## config.mk

```make
export PLATFORM = sky130hd
export DESIGN_NAME = vend_sequencer
export DESIGN_NICKNAME = d
export VERILOG_FILES = /design/src/rtl/vend_sequencer.sv
export SDC_FILE = /design/constraint.sdc
export NUM_CORES = 1
export LEC_CHECK = 0
export CAP_MARGIN = 20
export CELL_PAD_IN_SITES_DETAIL_PLACEMENT = 1
export CELL_PAD_IN_SITES_GLOBAL_PLACEMENT = 1
export CORE_AREA = 2 2 75 70
export CTS_BUF_LIST = sky130_fd_sc_hd__clkbuf_16
export DETAILED_ROUTE_END_ITERATION = 8
export DIE_AREA = 0 0 77 72
export HOLD_SLACK_MARGIN = 0.1
export PLACE_DENSITY = 0.84
export RECOVER_POWER = 100
export SYNTH_ARGS = -nofsm -noshare
export SYNTH_HDL_FRONTEND = slang
export SYNTH_SLANG_ARGS = --single-unit
```

## constraint.sdc

```tcl
create_clock -name clk -period 2 [get_ports clk]
set_input_delay 0.4 -clock clk [delete_from_list [all_inputs] [get_ports clk]]
set_output_delay 0.4 -clock clk [all_outputs]
set_load 0.01 [all_outputs]
```

## src/rtl/vend_sequencer.sv

```systemverilog
// vend_sequencer: top-level vending machine control FSM.
// It owns the customer credit and the machine vault (machine_money). It
// sequences each purchase as a price check, then a dispense pulse, then a
// change pulse. It also handles the customer refund and owner collect modes.
// Optional build macro: AUTO_REFUND_EN adds an idle timer. While credit is
// held with no accepted coin or select, the timer counts. When it reaches
// TIMEOUT, the credit is refunded automatically.
module vend_sequencer #(
   parameter logic [3:0] PRICE_A = 4'd3,
   parameter logic [3:0] PRICE_B = 4'd5,
   parameter logic [7:0] TIMEOUT = 8'd255
) (
   input  logic       clk,
   input  logic       rst_n,
   input  logic [1:0] mode,
   input  logic       coin_valid,
   input  logic [1:0] coin_val,
   input  logic       sel_valid,
   input  logic       sel_id,
   output logic [3:0] credit,
   output logic [3:0] machine_money,
   output logic       dispense,
   output logic       dispense_id,
   output logic       change_valid,
   output logic [3:0] change,
   output logic       collect_valid,
   output logic [3:0] collect_amount,
   output logic       busy,
   output logic       error
);

   typedef enum logic [2:0] {
      ST_IDLE,
      ST_CREDIT,
      ST_VEND,
      ST_CHANGE,
      ST_COLLECT
   } state_t;

   localparam logic [1:0] MODE_COIN    = 2'b00;
   localparam logic [1:0] MODE_BUY     = 2'b01;
   localparam logic [1:0] MODE_COLLECT = 2'b10;
   localparam logic [1:0] MODE_REFUND  = 2'b11;

   state_t     state_q, state_d;
   logic [3:0] credit_q, credit_d;
   logic [3:0] money_q, money_d;
   logic [3:0] price_q, price_d;
   logic       dispense_q, dispense_d;
   logic       dispense_id_q, dispense_id_d;
   logic       change_valid_q, change_valid_d;
   logic [3:0] change_q, change_d;
   logic       collect_valid_q, collect_valid_d;
   logic [3:0] collect_amount_q, collect_amount_d;
   logic       busy_q, busy_d;
   logic       error_q, error_d;

   // Working values for the price and overflow checks.
   logic [3:0] price_sel;
   logic [4:0] coin_sum;
   logic [4:0] vault_sum;
   logic       refund;

`ifdef AUTO_REFUND_EN
   logic [7:0] timer_q, timer_d;
`else
   // Without the auto-refund timer, TIMEOUT has no function. It is folded
   // here only so that the parameter is still referenced.
   logic unused_timeout;
   assign unused_timeout = ^TIMEOUT;
`endif

   assign price_sel = sel_id ? PRICE_B : PRICE_A;
   assign coin_sum  = {1'b0, credit_q} + {3'b000, coin_val};
   assign vault_sum = {1'b0, money_q} + {1'b0, price_sel};

   // Next-state and registered-output computation for every FSM state.
   always_comb begin
      state_d          = state_q;
      credit_d         = credit_q;
      money_d          = money_q;
      price_d          = price_q;
      dispense_d       = 1'b0;
      dispense_id_d    = 1'b0;
      change_valid_d   = 1'b0;
      change_d         = 4'd0;
      collect_valid_d  = 1'b0;
      collect_amount_d = 4'd0;
      error_d          = 1'b0;
      refund           = 1'b0;
`ifdef AUTO_REFUND_EN
      timer_d          = 8'd0;
`endif

      case (state_q)
         ST_IDLE, ST_CREDIT: begin
            case (mode)
               MODE_COIN: begin
                  if (coin_valid && (coin_val != 2'd0)) begin
                     if (coin_sum <= 5'd15) begin
                        credit_d = coin_sum[3:0];
                        state_d  = ST_CREDIT;
                     end else begin
                        error_d = 1'b1;
                     end
                  end
               end
               MODE_BUY: begin
                  if (sel_valid) begin
                     if (credit_q < price_sel) begin
                        error_d = 1'b1;
                     end else if (vault_sum > 5'd15) begin
                        // The vault cannot absorb this sale without wrapping.
                        error_d = 1'b1;
                     end else begin
                        // The dispense pulse and the vault update appear in the VEND cycle.
                        price_d       = price_sel;
                        money_d       = vault_sum[3:0];
                        dispense_d    = 1'b1;
                        dispense_id_d = sel_id;
                        state_d       = ST_VEND;
                     end
                  end
               end
               MODE_COLLECT: begin
                  if (credit_q != 4'd0) begin
                     // A customer transaction is pending, so the owner must wait.
                     error_d = 1'b1;
                  end else begin
                     if (money_q != 4'd0) begin
                        collect_valid_d  = 1'b1;
                        collect_amount_d = money_q;
                        money_d          = 4'd0;
                     end else begin
                        error_d = 1'b1;
                     end
                     state_d = ST_COLLECT;
                  end
               end
               default: begin
                  // Refund mode has no effect in IDLE because there is no credit to return.
                  if (state_q == ST_CREDIT) begin
                     refund = 1'b1;
                  end
               end
            endcase

`ifdef AUTO_REFUND_EN
            // The timer counts only while the customer does nothing useful in CREDIT.
            if ((state_q == ST_CREDIT) && (state_d == ST_CREDIT) &&
                (credit_d == credit_q) && !refund) begin
               if (timer_q + 8'd1 == TIMEOUT) begin
                  refund = 1'b1;
               end else begin
                  timer_d = timer_q + 8'd1;
               end
            end
`endif

            if (refund) begin
               change_valid_d = 1'b1;
               change_d       = credit_q;
               credit_d       = 4'd0;
               state_d        = ST_IDLE;
            end
         end

         ST_VEND: begin
            // The balance goes back as change. A zero balance produces no pulse.
            change_d       = credit_q - price_q;
            change_valid_d = (credit_q != price_q);
            credit_d       = 4'd0;
            state_d        = ST_CHANGE;
         end

         ST_CHANGE: begin
            state_d = ST_IDLE;
         end

         ST_COLLECT: begin
            // Only one payout is made per entry into collect mode.
            if (mode != MODE_COLLECT) begin
               state_d = ST_IDLE;
            end
         end

         default: begin
            state_d = ST_IDLE;
         end
      endcase

      busy_d = (state_d == ST_VEND) || (state_d == ST_CHANGE);
   end

   // State and output registers, with synchronous active-low reset.
   always_ff @(posedge clk) begin
      if (!rst_n) begin
         state_q          <= ST_IDLE;
         credit_q         <= 4'd0;
         money_q          <= 4'd0;
         price_q          <= 4'd0;
         dispense_q       <= 1'b0;
         dispense_id_q    <= 1'b0;
         change_valid_q   <= 1'b0;
         change_q         <= 4'd0;
         collect_valid_q  <= 1'b0;
         collect_amount_q <= 4'd0;
         busy_q           <= 1'b0;
         error_q          <= 1'b0;
      end else begin
         state_q          <= state_d;
         credit_q         <= credit_d;
         money_q          <= money_d;
         price_q          <= price_d;
         dispense_q       <= dispense_d;
         dispense_id_q    <= dispense_id_d;
         change_valid_q   <= change_valid_d;
         change_q         <= change_d;
         collect_valid_q  <= collect_valid_d;
         collect_amount_q <= collect_amount_d;
         busy_q           <= busy_d;
         error_q          <= error_d;
      end
   end

`ifdef AUTO_REFUND_EN
   // Idle timer register used for the automatic refund.
   always_ff @(posedge clk) begin
      if (!rst_n) begin
         timer_q <= 8'd0;
      end else begin
         timer_q <= timer_d;
      end
   end
`endif

   assign credit         = credit_q;
   assign machine_money  = money_q;
   assign dispense       = dispense_q;
   assign dispense_id    = dispense_id_q;
   assign change_valid   = change_valid_q;
   assign change         = change_q;
   assign collect_valid  = collect_valid_q;
   assign collect_amount = collect_amount_q;
   assign busy           = busy_q;
   assign error          = error_q;

endmodule

```

==> metrics <==
Hold Crit Class=flip-flop to flip-flop; vias in the first global route=1690; status=finished, violations left; sequential share of power=41.0%; CTS Hold Bufs=0; gpl congestion=0.869; commonest cells after routing, fill and taps aside=27 x dfxtp_1, 27 x buf_4, 23 x dlygate4sd3_1, 16 x nand2_1, 8 x inv_1; CTS tree=built; H-tree depth=1; switching pwr=322 uW; register area share after synthesis=35.0%; CTS Sinks=28; Post-Syn Area=1600 sq um; Data required, critical path=2.19 ns; Yosys warnings=0; # diodes=0; clock power share=43.0%; Starting Density=33.8%; Yosys reg bits=28; DR top layer=met4; Die ar.=5540 sq um; crit start category=flip-flop; critical path type=flip-flop to flip-flop; top post-synthesis cells by area=dfxtp_1 35%, ha_1 7.8%, fa_1 3.7%, nand2_1 3.7%, nor2b_1 2.7%; drt total wl=5040 microns; failing checks=negative setup slack; Port Buffers=30; Synth Area per Inst=9.37 sq um; number of synthesized flops with an enable pin=0; first-pass iteration count of the detailed router=4; fin. max-slew vios=0; Combinational Power Share=16.0%; RSZ-0062 raised after global routing=true; die width=77 microns; final setup skew=0.00361 ns; Rows=24; Sw Share=23.0%; Int Pwr=1080 uW; Max Clk Rate=0.498 GHz; grt total ovfl=0; Die Ht=72 microns; top cell type's share of synthesized area=35.0%; met3 wire length=125 microns; Met1 Wirelength=2300 microns; Post-Syn Instances=171; clock latency on the worst-skew pair=0.27 ns; # IOs=31; antenna-violating nets left=0; final non-filler cell total=294; crit end category=flip-flop; share of layout cells above drive strength 1=26.2%; max cap viols=0; final instance area=2360 sq um; Clock Root Buffer=clkbuf_16; max-slew headroom at the worst pin=72.3%; ys async rst share=0%; Syn Nets=193; Main synth FF type=dfxtp_1; Tightest Pin Transition=0.414 ns; CTS max path bufs=2; Core Region=4740 sq um; CP Max Fanout=5; clock slew at reported path FFs=0.07 ns; 1st-iter DRT viols=78; first-pass GRT wire length=8620 microns; Total Nets Final=252; Final Hold Violating Endpoints=0; placed insts=286; Pwr Density=592 nW/um^2; total CTS buffers=3; largest area contributor in the netlist=dfxtp_1; Leak=0.00103 uW; DRC=0; DR WL/cell=17.1 microns; min setup slack post-route=-0.00784 ns; minimum clock period=2.01 ns; Via density=5.26; detailed placement HPWL=3470 microns; routed wl met2=2480 microns; Max VDD drop=0.415 mV; initial antenna violation count=0; routed vias=1547; largest net degree at the start of global routing=19; critical path data arrival time=2.19 ns; synth unique cells=52; total track usage=19.9%; Setup violations, final=1; period utilization=100%; Area growth, synth to finish=47.2%; placed inst area=2160 sq um
-- metrics by stage --
| step | util [%] | hold WS [ns] | total power [uW] | TNS, ns | setup slack (ns) |
|---|---|---|---|---|---|
| detailed placement | 45.6 | 0.463 | 789 | -8.28 | -0.587 |
| finish | 49.7 | 0.479 | 1400 | -0.00784 | -0.00784 |
| floorplan | - | 0.430 | 689 | 0 | 0.0214 |
| global placement | 45.6 | 0.456 | 781 | -7.47 | -0.529 |
| CTS | 49.3 | 0.481 | 1400 | -0.0663 | -0.0292 |
| global route | 49.7 | 0.497 | 1460 | -0.245 | -0.0582 |
-- layer usage --
metal,vias up,GRT usage [%]
met3,8,1.87
li1,737,-
met5,-,0
met4,0,9.33
met2,28,34.9
met1,774,25.0
-- state kept, by name, summed over array words and instances (netlist names) --
signal / flops
change_valid: 1
change: 4
dispense_id: 1
state_q: 3
price_q: 3
error: 1
credit: 4
busy: 1
collect_amount: 4
collect_valid: 1
dispense: 1
machine_money: 4
-- final cells by class --
class	instances	area (sq um)
clock buffers	3	75.1
repair buffers	59	509
well taps	65	81.3
flip-flops and latches	28	564
inverters	9	33.8
clock inverters	1	30.0
multi-input cells	129	1070
fillers	567	2380
-- worst paths after layout --
path,startpoint,to,slack (ns),cells after the start
min reg2reg,price_q[0],price_q[0],0.48,1
max reg2reg,machine_money[1],price_q[2],-0.008,6
min,price_q[0],price_q[0],0.48,1
max,machine_money[1],price_q[2],-0.008,6
-- power groups by stage --
stage / logic, uW / clock network (uW) / registers, uW
6_report: 224 / 601 / 573
5_1_grt: 243 / 644 / 574
4_1_cts: 218 / 606 / 575
3_5_place_dp: 200 / 0 / 588
3_3_place_gp: 194 / 0 / 588
2_1_floorplan: 94.4 / 0 / 594
-- timing repair --
| action | in CTS | in global routing |
|---|---|---|
| hold endpoints to repair | 0 | 0 |
| buffers inserted | 1 | 2 |
| gates cloned | 1 | 0 |
| setup endpoints to repair | 17 | 16 |
| gates resized for setup | 13 | 12 |
| pin swaps | 5 | 13 |
-- cell families after synthesis --
group                    after synthesis  synth area share, %
AO/OA/AOI/OAI                         41                 20.6
XOR/XNOR                               4                 2.19
adder cells (fa/ha/maj)               13                 11.6
buffers and inverters                 15                 3.90
flip-flops                            28                 35.0
multiplexers                           3                 1.87
AND/OR/NAND/NOR                       67                 24.9
-- worst max-delay path: stages, from the launching register on --
cell       delay [ns]
dfxtp_4          0.36
fa_1             0.53
nor3b_4          0.19
a2bb2oi_2        0.10
o31a_4           0.38
nand4_4          0.13
mux2i_1          0.24
-- Yosys cell counts, drive strengths merged, types with 4 or more instances --
library cell and number:
dfxtp 28, nand2 16, ha 10, a21oi 9, inv 9, nand3 8
a21boi 7, and2 7, nor2b 7, nor2 6, nand4 5, nor3b 4
Power figures use the tool's default switching activity.
